<file path="src/rtl/au_cnt_mod.sv">
// Bounded up-counter (0..LIMIT) built around one AU_inc incrementer, with
// terminal count, rollover pulse and optional sticky overflow (macro AU_CNT_OVF_STICKY_EN).

module AU_inc #(
  parameter int WIDTH = 8,
  parameter int ARCH  = 0
) (
  input  logic [WIDTH-1:0] a,
  output logic [WIDTH-1:0] y,
  output logic             co
);
  if (ARCH == 1) begin : g_ripple
    logic [WIDTH:0] c;
    assign c[0] = 1'b1;
    for (genvar i = 0; i < WIDTH; i++) begin : g_bit
      assign y[i]   = a[i] ^ c[i];
      assign c[i+1] = a[i] & c[i];
    end
    assign co = c[WIDTH];
  end else if (ARCH == 2) begin : g_lookahead
    // each bit flips when every lower bit is one; flat AND per bit
    for (genvar i = 0; i < WIDTH; i++) begin : g_bit
      if (i == 0) begin : g_lsb
        assign y[0] = ~a[0];
      end else begin : g_upper
        assign y[i] = a[i] ^ (&a[i-1:0]);
      end
    end
    assign co = &a;
  end else begin : g_behav
    assign {co, y} = {1'b0, a} + (WIDTH+1)'(1);
  end
endmodule

module au_cnt_mod #(
  parameter int WIDTH = 8,
  parameter int ARCH  = 0,
  parameter int LIMIT = 255
) (
  input  logic             clk,
  input  logic             rst,
  input  logic             clr,
  input  logic             ld,
  input  logic [WIDTH-1:0] ld_val,
  input  logic             en,
  output logic [WIDTH-1:0] cnt,
  output logic             tc,
  output logic             wrap,
  output logic             ovf
);
  localparam longint MAXV = (longint'(1) << WIDTH) - 1;
  localparam logic [WIDTH-1:0] LIM = WIDTH'(LIMIT);
  localparam bit FULL = (longint'(LIMIT) == MAXV);

  if (WIDTH < 1 || ARCH < 0 || ARCH > 2 || LIMIT < 1 || longint'(LIMIT) > MAXV) begin : g_param_err
    $fatal(1, "au_cnt_mod: illegal parameters WIDTH=%0d ARCH=%0d LIMIT=%0d", WIDTH, ARCH, LIMIT);
  end

  logic [WIDTH-1:0] cnt_q, cnt_d, inc_y;
  logic             wrap_q, wrap_d, inc_co, at_limit, roll;

  AU_inc #(.WIDTH(WIDTH), .ARCH(ARCH)) u_inc (
    .a  (cnt_q),
    .y  (inc_y),
    .co (inc_co)
  );

  assign at_limit = (cnt_q == LIM);
  // full-range counters roll over exactly on the incrementer's own carry
  assign roll = FULL ? inc_co : at_limit;

  always_comb begin
    cnt_d  = cnt_q;
    wrap_d = 1'b0;
    if (clr) begin
      cnt_d = '0;
    end else if (ld) begin
      cnt_d = (ld_val > LIM) ? LIM : ld_val;
    end else if (en) begin
      if (roll) begin
        cnt_d  = '0;
        wrap_d = 1'b1;
      end else begin
        cnt_d = inc_y;
      end
    end
  end

  always_ff @(posedge clk) begin
    if (rst) begin
      cnt_q  <= '0;
      wrap_q <= 1'b0;
    end else begin
      cnt_q  <= cnt_d;
      wrap_q <= wrap_d;
    end
  end

`ifdef AU_CNT_OVF_STICKY_EN
  logic ovf_q;
  always_ff @(posedge clk) begin
    if (rst) begin
      ovf_q <= 1'b0;
    end else if (wrap_d) begin
      ovf_q <= 1'b1;
    end
  end
  assign ovf = ovf_q;
`else
  assign ovf = 1'b0;
`endif

  assign cnt  = cnt_q;
  assign wrap = wrap_q;
  assign tc   = at_limit;
endmodule

</file>
<file path="config.mk">
export PLATFORM = sky130hd
export DESIGN_NAME = au_cnt_mod
export DESIGN_NICKNAME = d
export VERILOG_FILES = /design/src/rtl/au_cnt_mod.sv
export SDC_FILE = /design/constraint.sdc
export NUM_CORES = 1
export LEC_CHECK = 0
export ABC_AREA = 1
export CELL_PAD_IN_SITES_DETAIL_PLACEMENT = 1
export CELL_PAD_IN_SITES_GLOBAL_PLACEMENT = 2
export CORE_UTILIZATION = 20
export DETAILED_ROUTE_END_ITERATION = 12
export PLACE_DENSITY = 0.82
export SYNTH_ARGS = -nofsm -noshare
export SYNTH_HDL_FRONTEND = slang
export SYNTH_SLANG_ARGS = --single-unit
</file>
<file path="constraint.sdc">
create_clock -name clk -period 1.6 [get_ports clk]
set_input_delay 0.24 -clock clk [delete_from_list [all_inputs] [get_ports clk]]
set_output_delay 0.24 -clock clk [all_outputs]
set_load 0.1 [all_outputs]
</file>
==> reports/results.tsv, run 1 <==
metric	value	unit
Initial Util	21.8	%
GRT Residual Overflow	0	
Core Footprint	0.00254	mm2
drt drc	0	
number of global-route vias before repair	646	
finished layout cell area	0.00103	mm2
Setup crit start kind	flop	
via count	657	
root buffer cell	clkbuf_4	
Seq pwr share	40.3	%
# port buffers	22	
Post-Synth Simple-Gate Area	37.8	%
clock latency on the worst-skew pair	260	ps
CTS H-tree depth	1	
largest net degree at the start of global routing	9	
fill count	320	
largest family of logic cells by synthesized area	simple AND/OR/NAND/NOR gates	
most frequent cells in the layout	nand2_1 (21), clkdlybuf4s50_1 (12), buf_12 (10)	
Final Util	40.4	%
HPWL after detailed placement	1270	um
mux contribution to synthesized area	0	%
complex-gate fraction of the synthesized area	15.8	%
register area share after synthesis	32.4	%
leakage power	0.000419	uW
Comb power frac	29.3	%
Avg WL per Cell	12.0	um
PwrDens	578	mW/mm2
hold crit path type	flop to flop	
Routed WL	1710	um
CP Launch Point	cnt[0]	
row count	18	
Post-Synthesis Cells	83	
Layout Area Growth over Synthesis	85.1	%
critical path endpoint	tc	
die area	0.00299	mm2
first-pass GRT wire length	2870	um
Die W	54.7	um
min Tclk post-route	1540	ps
Setup-failing EPs final	0	
TritonRoute pass-1 iters	4	
max cap viols	0	
GRT Total Usage	13.8	%
CTS clk-pin slew, worst paths	60	ps
Max Slew Vio Count	0	
M2 GR Usage	22.9	%
num ports	24	
DIE HEIGHT	54.7	um
CTS tree	yes	
syn_nets	97	
maximum fanout along the worst path	3	
cell internal pwr	396	uW
n_diodes	0	
reg2reg setup slack	320	ps
Setup CP Type	flop to primary output	
CTS Buffer Depth	2	
vias per inst	4.59	
maximum vdd drop	0.501	mV
switching share of total power	33.4	%
Cell Area, Synth	556	um2
clk sinks	9	
R2R Path End	cnt[5]	
Post-DP Area	947	um2
busiest layer in global routing	met2	
Final Hold Violating Endpoints	0	
WP data required	1360	ps
Initial DRC Count	8	
Synth Area in Adders	2.25	%
crit path DAT	1300	ps
clock buffer count from CTS	3	
Worst setup EP type	primary output	
outcome	finished clean	
Setup Skew	2.04	ps
nets	128	
Placer Congestion	0.784	
final worst-path cycle share	96.2	%
Yosys Warn Count	0	
share of layout cells above drive strength 1	38.1	%
Synth Register Bits	9	
Fmax	0.650	GHz
grt met3 use	5.28	%
Register-to-Register Path Depth	9	
Post-Syn Area per Cell	6.69	um2
Post-Synth XOR/XNOR Area	1.58	%
Synth cell types	23	
clock power share	30.3	%
commonest non-fill, non-tap cell in the layout	nand2_1	
initial antenna violation count	0	
post-route antenna net violation count	0	
P_sw	199	uW
r2r startpoint	cnt[0]	
GR Layer Usage met1	16.7	%
[state kept, by name, summed over array words and instances, names as in the netlist]
name and count:
cnt 8, wrap 1
[how the worst min path moves through the flow]
stage                         start  endpoint  slack (ps)  cells past startpoint
after floorplan                 clr    cnt[1]         380                      3
after global placement       cnt[2]    cnt[2]         530                      2
after detailed placement     cnt[2]    cnt[2]         540                      2
after CTS                    cnt[2]    cnt[2]         560                      2
after global routing      ld_val[4]    cnt[4]         580                      3
final                        cnt[4]    cnt[4]         560                      2
[per-stage QoR]
| stage | hold slack, ps | setup WS, ps | setup TNS [ps] | power (uW) | instances |
|---|---|---|---|---|---|
| after CTS | 555 | 15.0 | 0 | 604 | 140 |
| after floorplan | 384 | 4.16 | 0 | 344 | 83 |
| after global routing | 580 | -1.57 | -1.57 | 625 | 143 |
| final | 556 | 61.5 | 0 | 594 | 143 |
| after detailed placement | 543 | 47.5 | 0 | 416 | 134 |
| after global placement | 532 | 64.8 | 0 | 416 | 134 |
[cells by family (layout without fill, tap and decap cells)]
kind of cell               count (synthesis)  in the layout
DFF                                        9              9
AOI/OAI and AO/OA                         13             13
and+or+nand+nor                           46             46
xor gates and xnor gates                   1              1
adders and majority gates                  1              1
other                                      1              1
buffers and inverters                     12             42
[power groups by stage]
stage / registers, uW / logic (uW) / clock network (uW)
2_1_floorplan: 292 / 51.7 / 0
3_3_place_gp: 248 / 168 / 0
3_5_place_dp: 248 / 168 / 0
4_1_cts: 240 / 175 / 189
5_1_grt: 241 / 186 / 198
6_report: 240 / 174 / 180
[layer usage]
metal / wire length (um) / up-vias / share of wire, %
met2: 860 / 16 / 50
met3: 91 / 2 / 5.3
met4: 13 / 0 / 0.76
met1: 746 / 312 / 44
li1: - / 327 / -
met5: 0 / - / 0
[Yosys cell counts]
master	instances	area share, %
nand2_1	22	15
dfxtp_1	9	32
nor2_1	8	5.4
inv_1	7	4.7
nand3_1	6	5.4
a22oi_1	4	5.4
nand2_2	4	4.5
a21oi_1	3	2.7
inv_2	3	2.0
a31oi_1	2	2.3
buf_4	2	2.7
nor2_2	2	2.3
a21oi_2	1	1.6
a22o_1	1	1.6
conb_1	1	0.68
ha_1	1	2.3
nand3b_1	1	1.4
nor2_4	1	2.0
nor3_1	1	0.90
o21ai_0	1	0.90
o21bai_1	1	1.4
or2_2	1	1.1
xor2_1	1	1.6
[layout make-up]
cell class	instances	area [um2]	area share [%]
clock buffer	4	26.3	2.55
inverter	10	41.3	4.01
multi-input combinational	62	355	34.5
sequential	9	203	19.7
tap	30	37.5	3.65
timing repair buffer	28	365	35.5
[timing repair]
| item | in CTS | in global routing |
|---|---|---|
| cloned | 0 | 0 |
| hold buffers | 0 | 0 |
| gates resized for setup | 1 | 3 |
| setup buffers | 2 | 3 |
| pin swaps | 0 | 1 |
| setup endpoints to repair | 1 | 1 |
[critical path, cell delays in order (launching register included)]
cell and delay [ps]:
dfxtp_4 370, ha_4 140, nand2_4 60, nor2_4 140, nand2_4 70, clkinvlp_4 90, buf_12 160
No activity file was read; power rests on OpenSTA's default activity.
==> run 2, diff against run 1 <==
Settings changed: SYNTH_HIERARCHICAL set to 1.
==> run 2 against run 1 <==
Total power is 2.1% higher. Core utilization down 4.0 points. Die area grew 18%. First-iteration DRC count increased by 110%. Clock power rose by 2%. Sequential share of layout area shrank 1.1 points. Synthesized cell count up 39%. Sequential cell count did not move.
==> reports/results.tsv, run 2 <==
metric	value	unit	change
outcome	finished clean		
largest net degree at the start of global routing	9		unchanged
Routed WL	2070	um	+21%
share of layout cells above drive strength 1	23.6	%	-14 points
post-route antenna net violation count	0		unchanged
Post-synth ARST share	0	%	unchanged
leakage power	0.000549	uW	+31%
Fmax	0.675	GHz	+3.8%
HPWL after detailed placement	1710	um	+34%
GRT Total Usage	12.8	%	-0.92 points
TritonRoute pass-1 iters	4		unchanged
Synth cell types	17		-26%
GR Layer Usage met1	15.7	%	-0.97 points
first-pass GRT wire length	3270	um	+14%
Worst setup EP type	flop		
Synth top area share	29.6	%	-2.8 points
synth cell count leaders	nand2_1 (52), inv_1 (20), nand3_1 (10)		
reg2reg setup slack	120	ps	-200 ps
max FFs per register	8		unchanged
Initial DRC Count	17		+9
clock latency on the worst-skew pair	260	ps	about the same
register area share after synthesis	27.3	%	-5.1 points
clk sinks	9		unchanged
most numerous cell in the Yosys netlist	nand2_1		
Register-to-Register Path Depth	10		+1
maximum fanout along the worst path	8		+5
drt drc	0		unchanged
Most used DFF post-synth	dfxtp_1		
busiest layer in global routing	met2		
GRT Residual Overflow	0		unchanged
syn_nets	129		+33%
Cell Area, Synth	659	um2	+19%
n_diodes	0		unchanged
CP Launch Point	cnt[0]		
clock buffer count from CTS	3		unchanged
Max Slew Vio Count	0		unchanged
Synth Register Bits	9		unchanged
P_sw	210	uW	+5.7%
clock power share	30.3	%	about the same
RSZ-0062 raised after global routing	false		
CTS H-tree depth	1		unchanged
final setup margin	118	ps	+56.0 ps
Post-Synthesis Cells	115		+39%
WP data required	1770	ps	+410 ps
area leader, netlist	nand2_1		
min Tclk post-route	1480	ps	-56.0 ps
cell internal pwr	397	uW	+0.37%
initial antenna violation count	0		unchanged
HP Start	clr		
root buffer cell	clkbuf_4		
grt met3 use	1.75	%	-3.5 points
final worst-path cycle share	92.7	%	-3.5 points
max cap viols	0		unchanged
Yosys Warn Count	6		+6
Initial Util	21.2	%	-0.58 points
PwrDens	538	mW/mm2	-6.9%
row count	20		+2
num ports	24		unchanged
M2 GR Usage	20.7	%	-2.2 points
via count	776		+18%
Comb power frac	30.4	%	+1.1 points
Layout Area Growth over Synthesis	71.2	%	
CTS clk-pin slew, worst paths	60	ps	about the same
Setup-failing EPs final	0		unchanged
vias per inst	4.13		-10%
commonest non-fill, non-tap cell in the layout	nand2_1		
Avg WL per Cell	11.0	um	-8.2%
r2r startpoint	cnt[0]		
number of global-route vias before repair	753		+17%
synth top area cells	nand2_1 (30%), dfxtp_1 (27%), inv_1 (11%)		
Setup crit start kind	flop		
crit path DAT	1650	ps	+350 ps
Placer Congestion	0.775		-1.2%
DP Worst Slack	85.9	ps	+38.3 ps
Post-Syn Area per Cell	5.73	um2	-14%
Final Hold Violating Endpoints	0		unchanged
die area	0.00353	mm2	+18%
most frequent cells in the layout	nand2_1 (52), inv_1 (20), clkdlybuf4s50_1 (12)		
Post-synth EDFFs	0		unchanged
switching share of total power	34.6	%	+1.2 points
nets	159		+24%
CTS tree	yes		
Power Total	607	uW	+2.1%
CTS Buffer Depth	2		unchanged
Seq pwr share	39.3	%	-1.0 points
finished layout cell area	0.00113	mm2	+9.7%
DIE HEIGHT	59.4	um	+8.6%
fill count	413		+29%
Min-Delay Path Depth	2		unchanged
Core Footprint	0.00310	mm2	+22%
# port buffers	22		unchanged
hold crit path type	input port to flop		
Setup CP Type	flop to flop		
maximum vdd drop	0.209	mV	-58%
Die W	59.4	um	+8.6%
Post-DP Area	0.00110	mm2	+16%
Setup Skew	0.198	ps	-1.84 ps
Setup TNS	0	ps	unchanged
[run 2: changes by cell type after synthesis, moves of 2 or more]
cell	change
a21oi_1	-3
a31oi_1	-2
inv_2	-3
nor2_1	-2
xnor2_1	+2
buf_6	+2
nand2_1	+30
inv_1	+13
a22oi_1	-4
nand2_2	-4
nand3_1	+4
nand4_1	+2
[run 2: repair_timing]
action | in CTS | in global routing
gates resized for setup | 0 | 1
hold buffers | 0 | 0
buffers inserted | 0 | 0
setup endpoints to repair | 0 | 6
endpoints found under the hold margin | 0 | 0
[run 2: through the flow]
step / utilization (%) / instances / hold WS (ps)
2_1_floorplan: - / 115 / 317
3_3_place_gp: 35.4 / 184 / 599
3_5_place_dp: 35.4 / 184 / 621
4_1_cts: 36.3 / 188 / 543
5_1_grt: 36.4 / 188 / 551
6_report: 36.4 / 188 / 546
[run 2: cells by family after synthesis]
kind of cell	synth area share, %
xor+xnor	3.99
flops	27.3
other cells	0.569
simple gates	48.8
compound gates	1.52
buf+inv	15.9
fa+ha+maj	1.90
[run 2: power by group through the flow]
stage / sequential (uW) / combinational [uW] / clock [uW]
finish: 239 / 185 / 184
floorplan: 288 / 59.1 / 0
global placement: 244 / 184 / 0
detailed placement: 244 / 186 / 0
global route: 240 / 196 / 204
CTS: 239 / 186 / 192
[run 2: layer usage]
layer  share of wire (%)  vias up
met4                 2.3        0
li1                    -      404
met2                  47       18
met1                  47      348
met3                 3.6        6
met5                   0        -
[run 2: worst paths after layout]
kind / endpoint
worst max register to register: cnt[3]
worst min register to register: cnt[7]
worst min-delay path: wrap
worst max-delay path: cnt[3]
[run 2: worst max-delay path, stage by stage, from the launching register on]
cell	delay, ps
dfxtp_4	400
ha_4	160
nand3_2	110
nor2_2	130
nand2_1	90
nor2_2	130
nor2_2	110
nand2_1	100
nand3_1	60
nand2_1	60
inv_1	30
[run 2: area by class of cell]
class	count	area, um2	share of cell area [%]
timing repair buffer	28	365	32.4
multi-input combinational	83	397	35.1
clock buffer	4	26.3	2.33
inverter	20	75.1	6.65
sequential	9	210	18.6
tap	44	55.1	4.88
